<file path="config.mk">
export PLATFORM = sky130hd
export DESIGN_NAME = vga_bus_bridge
export DESIGN_NICKNAME = d
export VERILOG_FILES = /design/src/rtl/vga_bus_bridge.sv
export SDC_FILE = /design/constraint.sdc
export NUM_CORES = 1
export LEC_CHECK = 0
export ABC_AREA = 1
export BUFFER_PORTS_ARGS = -buffer_cell sky130_fd_sc_hd__buf_2
export CORE_MARGIN = 8
export CORE_UTILIZATION = 25
export CTS_CLUSTER_SIZE = 20
export DETAILED_ROUTE_END_ITERATION = 6
export GPL_TIMING_DRIVEN = 1
export HOLD_SLACK_MARGIN = 0.1
export PLACE_DENSITY = 0.46
export SYNTH_ARGS = -nofsm -noshare
export SYNTH_HDL_FRONTEND = slang
export SYNTH_SLANG_ARGS = --single-unit
export TNS_END_PERCENT = 20
</file>
<file path="constraint.sdc">
create_clock -name iCLK -period 4.09 [get_ports iCLK]
set_input_delay 0.2045 -clock iCLK [delete_from_list [all_inputs] [get_ports iCLK]]
set_output_delay 0.2045 -clock iCLK [all_outputs]
set_load 0.005 [all_outputs]
</file>
<file path="src/rtl/vga_bus_bridge.sv">
// CPU-bus to VGA framebuffer bridge: window decode, posted-write FIFO, stalling reads.
// Optional read watchdog with sticky oBusErr when VGA_BUS_TIMEOUT_EN is defined.
module vga_bus_bridge #(
  parameter logic [31:0] BASE_ADDR       = 32'hFF00_0000,
  parameter int          SPAN_LOG2       = 17,
  parameter int          FIFO_DEPTH_LOG2 = 2,
  parameter int          TIMEOUT_CYCLES  = 1024
) (
  input  logic                       iCLK,
  input  logic                       iRST,
  input  logic                       iBusRead,
  input  logic                       iBusWrite,
  input  logic [3:0]                 iBusByteEn,
  input  logic [31:0]                iBusAddr,
  input  logic [31:0]                iBusWData,
  output logic [31:0]                oBusRData,
  output logic                       oBusRValid,
  output logic                       oBusStall,
  output logic [SPAN_LOG2-3:0]       oFbAddr,
  output logic [31:0]                oFbWData,
  output logic [3:0]                 oFbByteEn,
  output logic                       oFbWrite,
  output logic                       oFbRead,
  input  logic                       iFbReady,
  input  logic [31:0]                iFbRData,
  input  logic                       iFbRValid,
  output logic [FIFO_DEPTH_LOG2:0]   oFifoLevel
`ifdef VGA_BUS_TIMEOUT_EN
  ,
  output logic                       oBusErr
`endif
);

  localparam int AW    = SPAN_LOG2 - 2;
  localparam int DEPTH = 1 << FIFO_DEPTH_LOG2;
  localparam int EW    = AW + 36;

  typedef enum logic [2:0] {IDLE, DRAIN, RREQ, RWAIT, RDONE} stateT;

  stateT state, nextState;

  logic [31:0]            offset;
  logic                   hit;
  logic [AW-1:0]          busWordAddr;
  logic [EW-1:0]          fifoMem [DEPTH];
  logic [FIFO_DEPTH_LOG2:0] wrPtr, rdPtr;
  logic                   fifoEmpty, fifoFull;
  logic [EW-1:0]          headEntry;
  logic                   writeReq, push, pop, readReq, drainActive;
  logic [AW-1:0]          rdAddrReg;
  logic [31:0]            rdDataReg;
  logic                   timeoutHit;

  // Underflow of the subtraction makes the shifted offset non-zero, so below-window misses too.
  assign offset      = iBusAddr - BASE_ADDR;
  assign hit         = (iBusAddr >= BASE_ADDR) && ((offset >> SPAN_LOG2) == 32'd0);
  assign busWordAddr = offset[SPAN_LOG2-1:2];

  assign fifoEmpty = (wrPtr == rdPtr);
  assign fifoFull  = (wrPtr[FIFO_DEPTH_LOG2] != rdPtr[FIFO_DEPTH_LOG2]) &&
                     (wrPtr[FIFO_DEPTH_LOG2-1:0] == rdPtr[FIFO_DEPTH_LOG2-1:0]);
  assign headEntry  = fifoMem[rdPtr[FIFO_DEPTH_LOG2-1:0]];
  assign oFifoLevel = wrPtr - rdPtr;

  assign writeReq    = (state == IDLE) && iBusWrite && hit && (iBusByteEn != 4'h0);
  assign push        = writeReq && !fifoFull;
  assign readReq     = (state == IDLE) && iBusRead && !iBusWrite && hit;
  assign drainActive = !fifoEmpty && (state != RREQ) && (state != RWAIT);
  assign pop         = drainActive && iFbReady && !iRST;

`ifdef VGA_BUS_TIMEOUT_EN
  localparam int CW = $clog2(TIMEOUT_CYCLES + 1);
  logic [CW-1:0] toCount;

  // Counts cycles spent waiting on the framebuffer; the last counted cycle forces completion.
  always_ff @(posedge iCLK) begin
    if (iRST) begin
      toCount <= '0;
      oBusErr <= 1'b0;
    end else begin
      if ((state == RREQ) || (state == RWAIT)) toCount <= toCount + 1'b1;
      else                                     toCount <= '0;
      if (timeoutHit && !((state == RWAIT) && iFbRValid)) oBusErr <= 1'b1;
    end
  end

  assign timeoutHit = ((state == RREQ) || (state == RWAIT)) &&
                      (toCount == CW'(TIMEOUT_CYCLES - 1));
`else
  assign timeoutHit = 1'b0;
`endif

  always_ff @(posedge iCLK) begin
    if (push && !iRST) fifoMem[wrPtr[FIFO_DEPTH_LOG2-1:0]] <= {busWordAddr, iBusWData, iBusByteEn};
  end

  always_ff @(posedge iCLK) begin
    if (iRST) begin
      state     <= IDLE;
      wrPtr     <= '0;
      rdPtr     <= '0;
      rdAddrReg <= '0;
      rdDataReg <= '0;
    end else begin
      state <= nextState;
      if (push)    wrPtr     <= wrPtr + 1'b1;
      if (pop)     rdPtr     <= rdPtr + 1'b1;
      if (readReq) rdAddrReg <= busWordAddr;
      if ((state == RWAIT) && iFbRValid) rdDataReg <= iFbRData;
      else if (timeoutHit)               rdDataReg <= 32'hDEAD_BEEF;
    end
  end

  always_comb begin
    nextState  = state;
    oBusStall  = 1'b0;
    oBusRValid = 1'b0;
    oBusRData  = 32'd0;
    oFbRead    = 1'b0;
    oFbWrite   = 1'b0;
    oFbAddr    = '0;
    oFbWData   = 32'd0;
    oFbByteEn  = 4'h0;
    case (state)
      IDLE: begin
        if (writeReq && fifoFull) begin
          oBusStall = 1'b1;
        end else if (readReq) begin
          oBusStall = 1'b1;
          nextState = fifoEmpty ? RREQ : DRAIN;
        end
      end
      DRAIN: begin
        oBusStall = 1'b1;
        if (fifoEmpty) nextState = RREQ;
      end
      RREQ: begin
        oBusStall = 1'b1;
        if (timeoutHit)    nextState = RDONE;
        else if (iFbReady) nextState = RWAIT;
      end
      RWAIT: begin
        oBusStall = 1'b1;
        if (iFbRValid || timeoutHit) nextState = RDONE;
      end
      RDONE: begin
        oBusRValid = 1'b1;
        oBusRData  = rdDataReg;
        nextState  = IDLE;
      end
      default: nextState = IDLE;
    endcase
    // Framebuffer strobes are held off during reset; the address/data lanes read zero when idle.
    if (!iRST) begin
      if (state == RREQ) begin
        oFbRead = 1'b1;
        oFbAddr = rdAddrReg;
      end else if (drainActive) begin
        oFbWrite  = 1'b1;
        oFbAddr   = headEntry[EW-1:36];
        oFbWData  = headEntry[35:4];
        oFbByteEn = headEntry[3:0];
      end
    end
  end

endmodule

</file>
**Word-level counts from Yosys, hierarchy flattened**

Memory sizes are Yosys's and may differ from the RTL's. A register that Yosys moved wholly into a read port is not among the register bits.
Index checks and enable logic that the tools add are counted.

- Memories: 1
- Bits of input ports: 106
- Memory bits (writable): 204
- Output and inout port bits: 90
- Bits in registers: 56

- Reductions and logical operators: 25
- Magnitude comparators: 1
- Equality and inequality tests: 14
- Muxes and demuxes: 30
- Add/sub/neg operators: 4

Memory list:

| name | depth | width | read ports | clocked after memory_dff | wr ports | RTL line | RTL |
|---|---|---|---|---|---|---|---|
| fifoMem | 4 | 51 | 1 | 1 | 1 | 45 | `logic [EW-1:0] fifoMem [DEPTH];` |

Operators with widths:

| kind | number |
|---|---|
| 2-to-1 mux 32 bit | 4 |
| 2-to-1 mux 15 bit | 3 |
| greater-or-equal comparator 32 bit (second input constant) | 1 |
| logical NOT 32 bit | 1 |
| subtractor 32 bit (second input constant) | 1 |
| logical AND 1 bit | 16 |
| 2-to-1 mux 3 bit | 5 |
| 2-to-1 mux 4 bit | 3 |
| case mux 3 bit (4 select lines) | 1 |
| 2-to-1 mux 1 bit | 10 |
| inequality test 2 bit (second input constant) | 5 |
| adder 3 x 1 -> 3 bit (second input constant) | 2 |
| equality test 3 x 2 -> 1 bit (second input constant) | 2 |
| 2-to-1 mux 2 bit | 3 |
| inequality test 3 x 2 -> 1 bit (second input constant) | 2 |
| AND reduction 5 bit | 1 |
| logical NOT 1 bit | 4 |
| nonzero test 4 bit | 1 |
| equality test 3 x 1 -> 1 bit (second input constant) | 1 |
| equality test 3 bit | 1 |
| equality test 3 bit (second input constant) | 1 |
| logical NOT 3 bit | 1 |
| OR reduction 3 bit | 1 |
| subtractor 3 bit | 1 |
| other kinds (3) | 3 |

**Depth between registers and ports, before layout**

- Depth after elaboration: 9
- Mapped depth: 10
- Depth with buffers taken out: 10

**Worst setup path before layout**

Ideal clock, no wire load.

- Path kind: input port to flip-flop
- From: input iBusAddr[24]
- To: memory fifoMem[0][0] (netlist bit), enable pin
- Path slack: 0.318 ns
- Data required time: 3.630 ns
- Arrival time: 3.312 ns
- Cell stages on the path: 8
- Path buffers: 0
- Path through: ha_1 inv_1 nand2_1 nor2_1 nand3_1 nor2_2 nand3_1 nor2_1

- Longest elaborated chain between the ends: 9
- Elaborated cells on any way between the ends: 10
- Classes of those cells: add/sub: 1; order compare: 1; mux: 2; reduce/logical: 6

Ends and longest elaborated chain:

| element | RTL line | RTL |
|---|---|---|
| start, declared | 14 | `input logic [31:0] iBusAddr,` |
| subtractor 32 bit | 55 | `assign offset = iBusAddr - BASE_ADDR;` |
| logical NOT 32 bit | 56 | `assign hit = (iBusAddr >= BASE_ADDR) && ((offset >> SPAN_LOG2) == 32'd0);` |
| logical AND 1 bit (*) | 56 |  |
| logical AND 1 bit (*) (2 in series) | 65 | `assign writeReq = (state == IDLE) && iBusWrite && hit && (iBusByteEn != 4'h0);` |
| logical AND 1 bit (*) | 66 | `assign push = writeReq && !fifoFull;` |
| logical AND 1 bit (*) | 94 | `if (push && !iRST) fifoMem[wrPtr[FIFO_DEPTH_LOG2-1:0]] <= {busWordAddr, iBusWData, iBusByteEn};` |
| 2-to-1 mux 1 bit (*) | 94 |  |
| 2-to-1 mux 1 bit (not written as such) (*) | 94 |  |
| end, declared | 45 |  |

Mark *: on every way between the ends. The rest lies on a longest branch, timed or not.

**Final worst setup path**

- From: register wrPtr[0]
- To: output oFbByteEn[0]

- Longest elaborated chain between the ends: 7

Ends and longest elaborated chain:

| element | RTL line | RTL |
|---|---|---|
| start, declared | 46 | `logic [FIFO_DEPTH_LOG2:0] wrPtr, rdPtr;` |
| start signal, assigned | 106 | `if (push) wrPtr <= wrPtr + 1'b1;` |
| equality test 3 bit | 59 | `assign fifoEmpty = (wrPtr == rdPtr);` |
| logical NOT 1 bit | 68 | `assign drainActive = !fifoEmpty && (state != RREQ) && (state != RWAIT);` |
| logical AND 1 bit (2 in series) | 68 |  |
| 2-to-1 mux 4 bit | 158 | `end else if (drainActive) begin` |
| 2-to-1 mux 4 bit | 155 | `if (state == RREQ) begin` |
| 2-to-1 mux 4 bit | 154 | `if (!iRST) begin` |
| end, declared | 21 | `output logic [3:0] oFbByteEn,` |

No other way between the ends.

==> metrics.csv <==
stage,metric,value,unit
power,p_leak,5.36,nW
die,die_w,222,um
logic_synthesis,synth_area_per_cell,10.9,um^2
critical_path,r2r_slack,1.64,ns
grt,grtUsageTotal,0.116,
timing,setup_viol,0,
logic_synthesis,ys_ff_latch,262,
placement,gp_congestion,0.718,
logic_synthesis,yosys.cell_types.count,29,
logic_synthesis,synth_top_area_cell,edfxtp_1,
critical_path,cp_max_fo,35,
min_path,hold_class,in -> reg,
placement,dp_hpwl,17.0,mm
clock_network,cts.sink_count,262,
timing,hold_violations,0,
timing,finalSetupTns,0,ns
min_path,hold_path_depth,8,
run,drv_cap,0,
finish,final_area,13900,um^2
run_status,status,completed,
clock_network,postCtsSetupBuffers,0,
finish,final_net_count,1358,
logic_synthesis,synthTopCellsByArea,"edfxtp_1 58%, dfxtp_1 11%, nand2_1 6.1%, a21oi_1 5.1%, nor2_1 4.5%",
drt,routedWlPerCell,16.3,um
drt,dr.first_iter.drc_count,408,
critical_path,crit_arrival,2.99,ns
placement,place_area,12200,um^2
critical_path,path_class,reg -> out,
clock_network,path_clk_slew,0.06,ns
clock_network,clockBufferDepth,3,
power,power_density,403,nW/um^2
drt,drt_pass1_iterations,4,
die,start_util,0.253,
timing,worst_pin_slew,1.00,ns
critical_path,worstSetupStartpointType,register,
grt,grt_max_degree,77,
drt,postRouteAntennaNets,0,
die,rows,75,
min_path,hold_end,wrPtr[2]$_SDFFE_PP0P_,
critical_path,critPathRequiredTime,3.89,ns
timing,period_share,0.782,
grt,grt_pass1_vias,7866,
timing,rsz0062_at_grt,no,
timing,period_minus_slack,3.20,ns
grt,grt-ovfl-total,0,
timing,fmax,313,MHz
die,die_area,49200,um^2
timing,holdWs,0.237,ns
finish,layout_commonest_cell,edfxtp_1,
logic_synthesis,netlist_area,10600,um^2
placement,portBuffers,193,
clock_network,cts_tree,yes,
timing,fin_skew,0.0126,ns
drt,num_vias,7846,
drt,drc,0,
drt,routed_wl,29.4,mm
clock_network,cts-buffers-inserted,31,
logic_synthesis,ys_warn_count,0,
critical_path,r2r_cells,6,
clock_network,clkLatencyLatePin,0.57,ns
die,io_pins,196,
timing,max-slew-margin-rel,0.330,
finish,fillers,4252,
timing,finalMaxSlewViolations,0,
clock_network,cts_root_buf,clkbuf_16,
critical_path,r2r_start,wrPtr[0]$_SDFFE_PP0P_,
logic_synthesis,syn_inst,974,
grt,grt_pass1_wl,45.8,mm
die,die_h,222,um
min_path,min_from,iBusWrite,
clock_network,cts_max_level,1,
logic_synthesis,seq_area_frac_synth,0.688,
logic_synthesis,syn_nets,1089,
die,fp.coreArea,41900,um^2
finish,final_cell_mix,"204 x edfxtp_1, 193 x buf_2, 172 x nand2_1, 122 x nor2_1, 107 x a21oi_1",
grt,antenna_found_initial,1,
critical_path,r2r_end,fifoMem[3][26]$_DFFE_PP_,
power,ir_drop,0.000285,V
critical_path,end_kind,output pin,
finish,syn2layout_area_growth,31.6,%
finish,layout-drive-gt1-share,0.207,
logic_synthesis,synth_top_area_share,0.578,
drt,via_per_inst,4.34,
worst max-delay path, stage by stage, from the launching register on:
cell and delay, ns:
dfxtp_1 0.36, inv_1 0.11, ha_1 0.36, nand3_2 0.13, nand2_1 0.10, nor2_4 0.51, buf_12 0.32, nand2_1 0.08
a21oi_1 0.26, buf_2 0.18
through the flow:
step,cells,power [W],worst slack [ns],util
after floorplan,974,0.00298,0.318,-
after global placement,1663,0.00307,1.46,0.290
after detailed placement,1663,0.00308,1.43,0.290
after CTS,1806,0.00571,0.847,0.333
after global routing,1807,0.00585,0.672,0.333
final,1807,0.00562,0.891,0.333
power breakdown:
group / switching, W / internal, W
clock: 0.00107 / 0.00146
sequential: 0.00000546 / 0.00287
combinational: 0.000105 / 0.000110
total: 0.00118 / 0.00444
registers in the layout, summed over array words and instances (netlist names), named ones only:
name and count:
rdPtr 3, state 3, rdDataReg 32, wrPtr 3
fifoMem 204, rdAddrReg 15
final cells by class:
type,count,area [um^2],area share
clock buffers,44,825,0.0591
flip-flops and latches,262,7290,0.523
repair buffers,292,1990,0.142
well taps,539,674,0.0484
clock inverters,13,100,0.00718
multi-input cells,587,2800,0.201
diodes,1,2.50,0.000179
inverters,69,263,0.0188
repair_timing:
item | CTS | global route
hold buffers | 86 | 0
resized for setup | 0 | 0
hold endpoints to repair | 258 | 0
cell families after synthesis:
family                     after synthesis  synth area share
xor gates and xnor gates                 1          0.000827
AOI/OAI and AO/OA                      221             0.112
and+or+nand+nor                        356             0.138
DFF                                    262             0.688
buffers and inverters                  125            0.0505
adders and majority gates                9            0.0113
per-layer routing:
| layer | GRT usage | wire length [um] | up-vias |
|---|---|---|---|
| li1 | - | - | 3897 |
| met1 | 0.155 | 13700 | 3696 |
| met2 | 0.180 | 13000 | 221 |
| met3 | 0.0409 | 2230 | 32 |
| met4 | 0.0227 | 500 | 0 |
| met5 | 0 | 0 | - |
synthesized netlist by cell type (all sizes together):
cell	n
a31oi	1
clkbuf	36
nor2	131
o22ai	15
xnor2	1
o21ai	83
fa	1
nor3	1
nand3	45
nand2	174
buf	20
nand3b	2
a21oi	107
clkinv	1
a22o	15
edfxtp	204
nand4	3
dfxtp	58
ha	8
inv	68
worst max path at each step:
| stage | start | endpoint | slack, ns | cells past startpoint |
|---|---|---|---|---|
| after floorplan | iBusAddr[24] | fifoMem[0][0]$_DFFE_PP_ | 0.32 | 8 |
| after global placement | iBusAddr[24] | fifoMem[3][28]$_DFFE_PP_ | 1.46 | 10 |
| after detailed placement | iBusAddr[24] | fifoMem[3][28]$_DFFE_PP_ | 1.43 | 10 |
| after CTS | wrPtr[0]$_SDFFE_PP0P_ | oFbByteEn[0] | 0.85 | 9 |
| after global routing | wrPtr[0]$_SDFFE_PP0P_ | oFbByteEn[2] | 0.67 | 9 |
| final | wrPtr[0]$_SDFFE_PP0P_ | oFbByteEn[0] | 0.89 | 9 |
No activity file was read; power rests on OpenSTA's default activity.
